$ cat src/rtl/regfile_sp.sv
// Register file with combinational reads, negedge updates and a bounded stack pointer.
// The stack pointer lives in the file at SP_IDX and also drives SP_out directly.
module regfile_sp #(
  parameter int                DATA_W   = 8,
  parameter int                ADDR_W   = 2,
  parameter int                SP_IDX   = (1 << ADDR_W) - 1,
  parameter logic [DATA_W-1:0] SP_RESET = '1,
  parameter logic [DATA_W-1:0] SP_MIN   = '0,
  parameter logic [DATA_W-1:0] SP_MAX   = '1,
  parameter bit                BYPASS   = 1'b0
) (
  input  logic              clk,
  input  logic              rst,
  input  logic              WE,
  input  logic [ADDR_W-1:0] RW_addr,
  input  logic [DATA_W-1:0] WD,
  input  logic              IncSP,
  input  logic              DecSP,
  input  logic              clr_flags,
  input  logic [ADDR_W-1:0] RA_addr,
  input  logic [ADDR_W-1:0] RB_addr,
  output logic [DATA_W-1:0] RD_A,
  output logic [DATA_W-1:0] RD_B,
  output logic [DATA_W-1:0] SP_out,
  output logic              stack_ovf,
  output logic              stack_unf
);
  localparam int                NREGS = 1 << ADDR_W;
  localparam logic [ADDR_W-1:0] SP_A  = ADDR_W'(SP_IDX);

  logic [NREGS-1:0][DATA_W-1:0] r_file;
  logic                         r_ovf, r_unf;
  logic                         w_sp_wr;
  logic [DATA_W-1:0]            w_sp, w_sp_nxt;
  logic                         w_ovf_set, w_unf_set;

  assign w_sp    = r_file[SP_IDX];
  assign w_sp_wr = WE && (RW_addr == SP_A);

  // Direct SP write takes priority; adjust only runs otherwise and never wraps.
  always_comb begin
    w_sp_nxt  = w_sp;
    w_ovf_set = 1'b0;
    w_unf_set = 1'b0;
    if (w_sp_wr) begin
      w_sp_nxt = WD;
    end else if (DecSP && !IncSP) begin
      if (w_sp > SP_MIN) w_sp_nxt  = w_sp - 1'b1;
      else               w_ovf_set = 1'b1;
    end else if (IncSP && !DecSP) begin
      if (w_sp < SP_MAX) w_sp_nxt  = w_sp + 1'b1;
      else               w_unf_set = 1'b1;
    end
  end

  always_ff @(negedge clk or posedge rst) begin
    if (rst) begin
      for (int i = 0; i < NREGS; i++) r_file[i] <= '0;
      r_file[SP_IDX] <= SP_RESET;
      r_ovf          <= 1'b0;
      r_unf          <= 1'b0;
    end else begin
      if (WE && !w_sp_wr) r_file[RW_addr] <= WD;
      r_file[SP_IDX] <= w_sp_nxt;
      // A set on the same edge as a clear wins.
      r_ovf <= w_ovf_set | (r_ovf & ~clr_flags);
      r_unf <= w_unf_set | (r_unf & ~clr_flags);
    end
  end

  assign RD_A      = (BYPASS && WE && (RW_addr == RA_addr)) ? WD : r_file[RA_addr];
  assign RD_B      = (BYPASS && WE && (RW_addr == RB_addr)) ? WD : r_file[RB_addr];
  assign SP_out    = w_sp;
  assign stack_ovf = r_ovf;
  assign stack_unf = r_unf;
endmodule

$ cat config.mk
export PLATFORM = sky130hd
export DESIGN_NAME = regfile_sp
export DESIGN_NICKNAME = d
export VERILOG_FILES = /design/src/rtl/regfile_sp.sv
export SDC_FILE = /design/constraint.sdc
export NUM_CORES = 1
export LEC_CHECK = 0
export CAP_MARGIN = 20
export CORE_AREA = 2 2 72 74
export DETAILED_ROUTE_END_ITERATION = 16
export DIE_AREA = 0 0 74 76
export PLACE_DENSITY = 0.72
export SETUP_SLACK_MARGIN = 0.2
export SKIP_LAST_GASP = 1
export SLEW_MARGIN = 20
export SYNTH_ARGS = -nofsm -noshare
export SYNTH_HDL_FRONTEND = slang
export SYNTH_SLANG_ARGS = --single-unit
$ cat constraint.sdc
create_clock -name clk -period 2.6 [get_ports clk]
set_clock_uncertainty 0.1 [all_clocks]
set_input_delay 0.52 -clock clk [delete_from_list [all_inputs] [get_ports clk]]
set_output_delay 0.52 -clock clk [all_outputs]
set_load 0.01 [all_outputs]
## Yosys cells after proc, flatten, opt, wreduce, memory -nomap -nowiden

Cells that the tools add are included.
Widths: inputs -> output; s select.

| storage, ports and cells | value |
|---|---|
| flip-flop bits (word level) | 34 |
| bits of input ports | 20 |

| operators by class | value |
|---|---|
| add/sub/neg operators | 2 |
| $lt $le $gt $ge | 6 |
| equal/unequal tests | 2 |
| multiplexer cells | 19 |
| bitwise operators | 5 |
| reduce and logical (&&, ||, !) cells | 11 |

Operator list:

| kind | count |
|---|---|
| $mux 8 | 8 |
| $bmux 8 s2 | 2 |
| $bwmux 32 | 1 |
| $demux 8 s2 | 1 |
| $lt 2x3->1 const B | 3 |
| $add 8x1->8 const B | 1 |
| $gt 8x1->1 const B | 1 |
| $lt 8x8->1 const B | 1 |
| $sub 8x1->8 const B | 1 |
| $mux 1 | 7 |
| $reduce_bool 3->1 | 2 |
| $logic_and 1x1->1 | 5 |
| $logic_not 1->1 | 3 |
| $ne 3x2->1 const B | 1 |
| $reduce_and 3->1 | 1 |
| $and 1x1->1 | 2 |
| $eq 2x2->1 const B | 1 |
| $ge 2x1->1 const B | 1 |
| $or 1x1->1 | 2 |
| $not 1->1 | 1 |

## Longest topological paths before layout

Gate-level depths: netlist (run 1).

| logic depth | value |
|---|---|
| word-level depth | 6 |
| depth in mapped cells | 9 |
| gate-level depth less buffers | 8 |

==> impl_metrics.json, run 1 <==
{
  "portBuffers": 45,
  "synth_cell_types": 53,
  "antenna_found_initial": 0,
  "synth_edf_count": 0,
  "wirelength_um": 6050,
  "rows": 26,
  "die_h_um": 76,
  "ys_async_sr_fraction": 1.00,
  "grt_start_max_net_pins": 15,
  "arrival_ns": 2.15,
  "start_kind": "input pin",
  "drive_above_1_share": 0.643,
  "dieArea_um2": 5620,
  "ios": 46,
  "setup_violations": 59,
  "finalHoldViolations": 0,
  "violations": "setup timing",
  "design_area_um2": 3430,
  "rsz0062_at_grt": "yes",
  "synthXorXnorAreaFrac": 0.00404,
  "grt_pass1_vias": 1960,
  "required_ns": 1.47,
  "netlist_top_cells_area": "dfrtn_1, mux4_2, mux2_2",
  "syn-num-nets": 188,
  "vias_per_cell": 5.44,
  "area_growth_pct": 58.3,
  "drt_iter0_markers": 59,
  "grt_pass1_wl_um": 9780,
  "crit_slowest_cell": "or4_4",
  "yosys_warnings": 0,
  "cts_tree": "yes",
  "synth_top_family_by_area": "multiplexers",
  "grt_usage": 0.225,
  "start_util": 0.441,
  "ir_drop_mv": 0.454,
  "path_cells": "buf_8 -> nand2b_4 -> xnor2_2 -> ha_2 -> or4_4 -> o22ai_4 -> o21bai_1 -> a221o_1",
  "synthMuxAreaShare": 0.299,
  "synthDominantCellAreaShare": 0.300,
  "switching_power_uw": 886,
  "synthAdderAreaFrac": 0.00577,
  "yosysTopAreaCell": "dfrtn_1",
  "root_buffer": "clkbuf_8",
  "timing.rr.end": "SP_out[6]",
  "reg2reg_depth": 7,
  "synth_area_um2": 2170,
  "avgSynthCellArea_um2": 13.0,
  "status": "complete, but fails checks",
  "h-tree-depth": 2,
  "antenna_cells": 0,
  "drv_cap": 0,
  "p_clk_frac": 0.193,
  "min_path_type": "reg2reg",
  "cts.sinks": 34,
  "drtPass1Iterations": 4,
  "r2r_slack_ns": 0.25,
  "path_class": "in2reg",
  "p_int_mw": 1.81,
  "pre_cts_slack_ns": -1.47,
  "post-route-util": 0.698,
  "overflow": 0,
  "num-fill-cells": 338,
  "place.gp.congestion": 0.866,
  "powerDensity_nw_per_um2": 786,
  "numCtsBuffers": 5,
  "cp-end-kind": "flip-flop",
  "drc": 0,
  "hold_depth": 1,
  "cp_max_fo": 4,
  "seqCellArea_um2": 861,
  "min_from": "stack_unf",
  "p_comb_frac": 0.501,
  "slew_violations": 0,
  "ant_nets": 0,
  "synth_compound_area_frac": 0.101,
  "placed_area_um2": 3030,
  "leakagePower_nw": 1.52,
  "crit_family": "simple AND/OR/NAND/NOR gates",
  "relSlewSlack": 0.747,
  "clk_pin_slew_worst_paths_ns": 0.05,
  "synth.yosys.seq_area_share": 0.397,
  "switching_share": 0.329,
  "critPathMaxStageDelay_ns": 0.50,
  "post_drt_wl_per_cell_um": 17.8,
  "nets": 289,
  "power_frac_seq": 0.305,
  "synth-simple-area-share": 0.113,
  "via_count": 1845,
  "synth.ff_latch_count": 34,
  "hpwlAfterDp_um": 4210,
  "cts_hold_buf": 0,
  "timing.rr.start": "SP_out[3]",
  "synthFlopType": "dfrtn_1",
  "chipWidth_um": 74,
  "hold_end": "stack_unf",
  "cts_buffer_depth": 2,
  "fin_ws_ns": -0.676,
  "core_um2": 4910,
  "synthCells": 167,
  "multi_input_area_um2": 1260,
  "cp.buffers_inverters": 1,
  "worst_slew_pin_slew_ns": 0.379,
  "clkLatencyLatePin_ns": 0.35
}
worst max path at each step:
stage                         start        end  slack, ns  depth (start not counted)
after global routing      SP_out[2]    RD_B[2]      -0.72                          2
after global placement        IncSP  SP_out[6]      -1.43                          6
after CTS                 SP_out[2]    RD_B[2]      -0.68                          2
after floorplan               IncSP  SP_out[6]      -0.96                          8
final                         IncSP  SP_out[6]      -0.68                          8
after detailed placement      IncSP  SP_out[6]      -1.47                          6
flip-flops by register name, indices dropped and copies added (netlist names):
| signal | cells |
|---|---|
| SP_out | 8 |
| r_file | 24 |
| stack_ovf | 1 |
| stack_unf | 1 |
layer usage:
layer / track usage / vias to the layer above / share of wire
met5: 0 / - / 0
met4: 0.0564 / 0 / 0.013
met3: 0.0437 / 10 / 0.046
met2: 0.379 / 57 / 0.52
met1: 0.295 / 939 / 0.42
li1: - / 839 / -
placed cells by master, fill, tap and decap left out, types with 2 or more instances in the layout:
cell type / instances
buf_4: 31
a31oi_1: 2
nor2_1: 4
and3_4: 2
buf_12: 9
inv_1: 10
mux4_2: 16
and3_2: 2
a21oi_2: 2
nand2_1: 10
clkdlybuf4s50_1: 13
o21ai_1: 3
o211ai_1: 2
mux2_2: 16
dfstp_2: 8
o31ai_1: 2
buf_2: 10
mux2_4: 8
clkinv_1: 2
dfrtn_1: 26
nand3b_1: 2
a21o_1: 2
clkbuf_8: 5
buf_6: 39
power groups by stage:
stage                     Sequential, mW  Clock (mW)  Combinational, mW
after floorplan                    0.813      0.0214              0.696
after global placement             0.795      0.0214               1.10
after detailed placement           0.818      0.0214               1.13
after CTS                          0.820       0.527               1.14
after global routing               0.836       0.569               1.44
final                              0.824       0.522               1.35
what timing repair did:
action | in CTS | in global routing
resized for setup | 155 | 25
pin swaps | 12 | 4
setup buffers | 9 | 10
hold endpoints to repair | 0 | 0
setup endpoints to repair | 60 | 59
cloned | 0 | 0
kinds of logic after synthesis:
family | Yosys count
simple gates | 39
fa+ha+maj | 1
compound gates | 29
flops | 34
buf+inv | 22
mux | 41
xor+xnor | 1
cell usage after synthesis, types with 2 or more instances:
library cell	number
a21o_1	2
dfstp_2	8
buf_1	2
clkbuf_1	3
nand2_1	10
o31ai_1	2
dfrtn_1	26
inv_1	4
and3_2	4
o211ai_1	2
nor2b_1	2
a31oi_1	3
nand3_1	2
nor2_1	5
nand3b_1	2
o21ai_0	4
a22oi_1	2
mux4_2	14
mux2_2	24
buf_4	9
clkbuf_8	2
mux4_1	2
a21oi_1	3
cell type report:
class | count | share of cell area
inverters | 3 | 0.00438
flip-flops and latches | 34 | 0.251
clock inverters | 11 | 0.0197
multi-input cells | 111 | 0.368
repair buffers | 105 | 0.311
clock buffers | 5 | 0.0201
well taps | 70 | 0.0255
through the flow:
stage | hold WS (ns) | std cells | total power, mW | setup TNS (ns)
after floorplan | 0.351 | 167 | 1.53 | -12.39
after global placement | 0.323 | 305 | 1.92 | -42.51
after detailed placement | 0.336 | 305 | 1.97 | -44.09
after CTS | 0.341 | 329 | 2.49 | -18.77
after global routing | 0.374 | 339 | 2.85 | -20.73
final | 0.337 | 339 | 2.70 | -19.20
No activity file was read; power rests on OpenSTA's default activity.
==> run 2, diff against run 1 <==
- SETUP_SLACK_MARGIN: 0.2 -> unset
==> run 2 against run 1 <==
Against the previous run: sequential share of layout area is 0.11 points higher; clock power fell by 22%; sequential power is 1% lower; critical path depth decreased by 2; the run still ends with setup timing left; non-clock buffer count grew 3.
==> impl_metrics.json, run 2 (synthesis gave the netlist of run 1 again) <==
{
  "numCtsBuffers": 5,
  "wl_met3_um": 236,
  "met1_length_um": 2590,
  "cts.sinks": 34,
  "reg2reg_depth": 9,
  "chipWidth_um": 74,
  "grt_pass1_vias": 1877,
  "regMostFlops": "r_file",
  "finalHoldViolations": 0,
  "switching_power_uw": 878,
  "hold_end": "stack_ovf",
  "min_path_type": "reg2reg",
  "status": "complete, but fails checks",
  "vias_per_cell": 5.37,
  "power_frac_seq": 0.310,
  "hold_depth": 1,
  "design_area_um2": 3420,
  "root_buffer": "clkbuf_8",
  "p_clk_frac": 0.155,
  "r2r_slack_ns": 0.20,
  "switching_share": 0.336,
  "cts_buffer_depth": 2,
  "required_ns": 1.45,
  "overflow": 0,
  "placed_area_um2": 3010,
  "ios": 46,
  "clkLatencyLatePin_ns": 0.33,
  "grt_pass1_wl_um": 9090,
  "power.total_mw": 2.62,
  "start_util": 0.441,
  "cts_tree": "yes",
  "p_comb_frac": 0.534,
  "antenna_cells": 0,
  "instances_no_fill": 342,
  "largest_reg_flops": 24,
  "clk_pin_slew_worst_paths_ns": 0.05,
  "drv_cap": 0,
  "setup_violations": 59,
  "hpwlAfterDp_um": 3980,
  "dr.max_layer_used": "met4",
  "wl_met2_um": 2940,
  "post_drt_wl_per_cell_um": 17.0,
  "cp-end-kind": "flip-flop",
  "nets": 292,
  "timing.rr.start": "SP_out[1]",
  "cp_max_fo": 3,
  "powerDensity_nw_per_um2": 766,
  "portBuffers": 45,
  "area_growth_pct": 57.6,
  "antenna_found_initial": 0,
  "ant_nets": 0,
  "start_kind": "input pin",
  "grt_start_max_net_pins": 21,
  "wirelength_um": 5820,
  "dieArea_um2": 5620,
  "worst_slew_pin_slew_ns": 0.352,
  "ir_drop_mv": 0.439,
  "fin_ws_ns": -0.656,
  "core_um2": 4910,
  "slew_violations": 0,
  "cts_hold_buf": 0,
  "die_h_um": 76,
  "drtPass1Iterations": 4,
  "grt_usage": 0.210,
  "rows": 26,
  "layout_commonest_cell": "buf_4",
  "timing.rr.end": "SP_out[6]",
  "min_from": "stack_ovf",
  "p_int_mw": 1.74,
  "drc": 0,
  "place.gp.congestion": 0.893,
  "place_inst": 304,
  "arrival_ns": 2.11,
  "hold_slack_ns": 0.330,
  "leakagePower_nw": 1.53,
  "path_class": "in2reg",
  "h-tree-depth": 2,
  "violations": "setup timing",
  "via_count": 1835,
  "final_cell_mix": "buf_4, buf_6, dfrtn_1",
  "rsz0062_at_grt": "yes",
  "relSlewSlack": 0.765,
  "drt_iter0_markers": 84,
  "drive_above_1_share": 0.654
}
run 2: per-layer routing:
layer	track usage	vias up
met5	0	-
met4	0.0400	0
met3	0.0476	6
met2	0.340	49
met1	0.291	933
li1	-	847
run 2: cell type report:
| class | count | area (um^2) |
|---|---|---|
| Clock inverter | 10 | 37.5 |
| Multi-Input combinational cell | 111 | 1260 |
| Fill cell | 361 | 1500 |
| Timing Repair Buffer | 108 | 1090 |
| Inverter | 3 | 11.3 |
| Tap cell | 70 | 87.6 |
| Sequential cell | 34 | 861 |
| Clock buffer | 6 | 72.6 |
run 2: what timing repair did:
action / CTS / global route
pin swaps: 12 / 5
gates resized for setup: 166 / 22
setup endpoints to repair: 60 / 59
buffers inserted: 13 / 15
run 2: through the flow:
stage	setup slack, ns	util	TNS (ns)
finish	-0.656	0.695	-19.13
global placement	-1.43	0.613	-42.94
CTS	-0.654	0.659	-18.24
detailed placement	-1.45	0.613	-43.87
floorplan	-0.963	-	-12.33
global route	-0.712	0.695	-20.67
run 2: critical path: stages:
cell and delay, ns:
buf_8 0.10, or4b_4 0.50, or4_4 0.44, o22ai_2 0.16, o21bai_1 0.08, a221o_1 0.30
run 2: how the worst max path moves through the flow:
stage | from | endpoint | slack [ns] | depth (start not counted)
global placement | IncSP | SP_out[6] | -1.43 | 6
floorplan | IncSP | SP_out[6] | -0.96 | 8
finish | IncSP | SP_out[6] | -0.66 | 6
global route | IncSP | SP_out[6] | -0.71 | 8
detailed placement | IncSP | SP_out[6] | -1.45 | 6
CTS | SP_out[1] | RD_B[1] | -0.65 | 2
run 2: power by group through the flow:
stage                     Sequential (mW)  Combinational, mW  Clock, mW
after floorplan                     0.806              0.674     0.0214
after global placement              0.793               1.12     0.0214
after detailed placement            0.808               1.13     0.0214
after CTS                           0.810               1.22      0.412
after global routing                0.828               1.48      0.454
final                               0.812               1.40      0.407
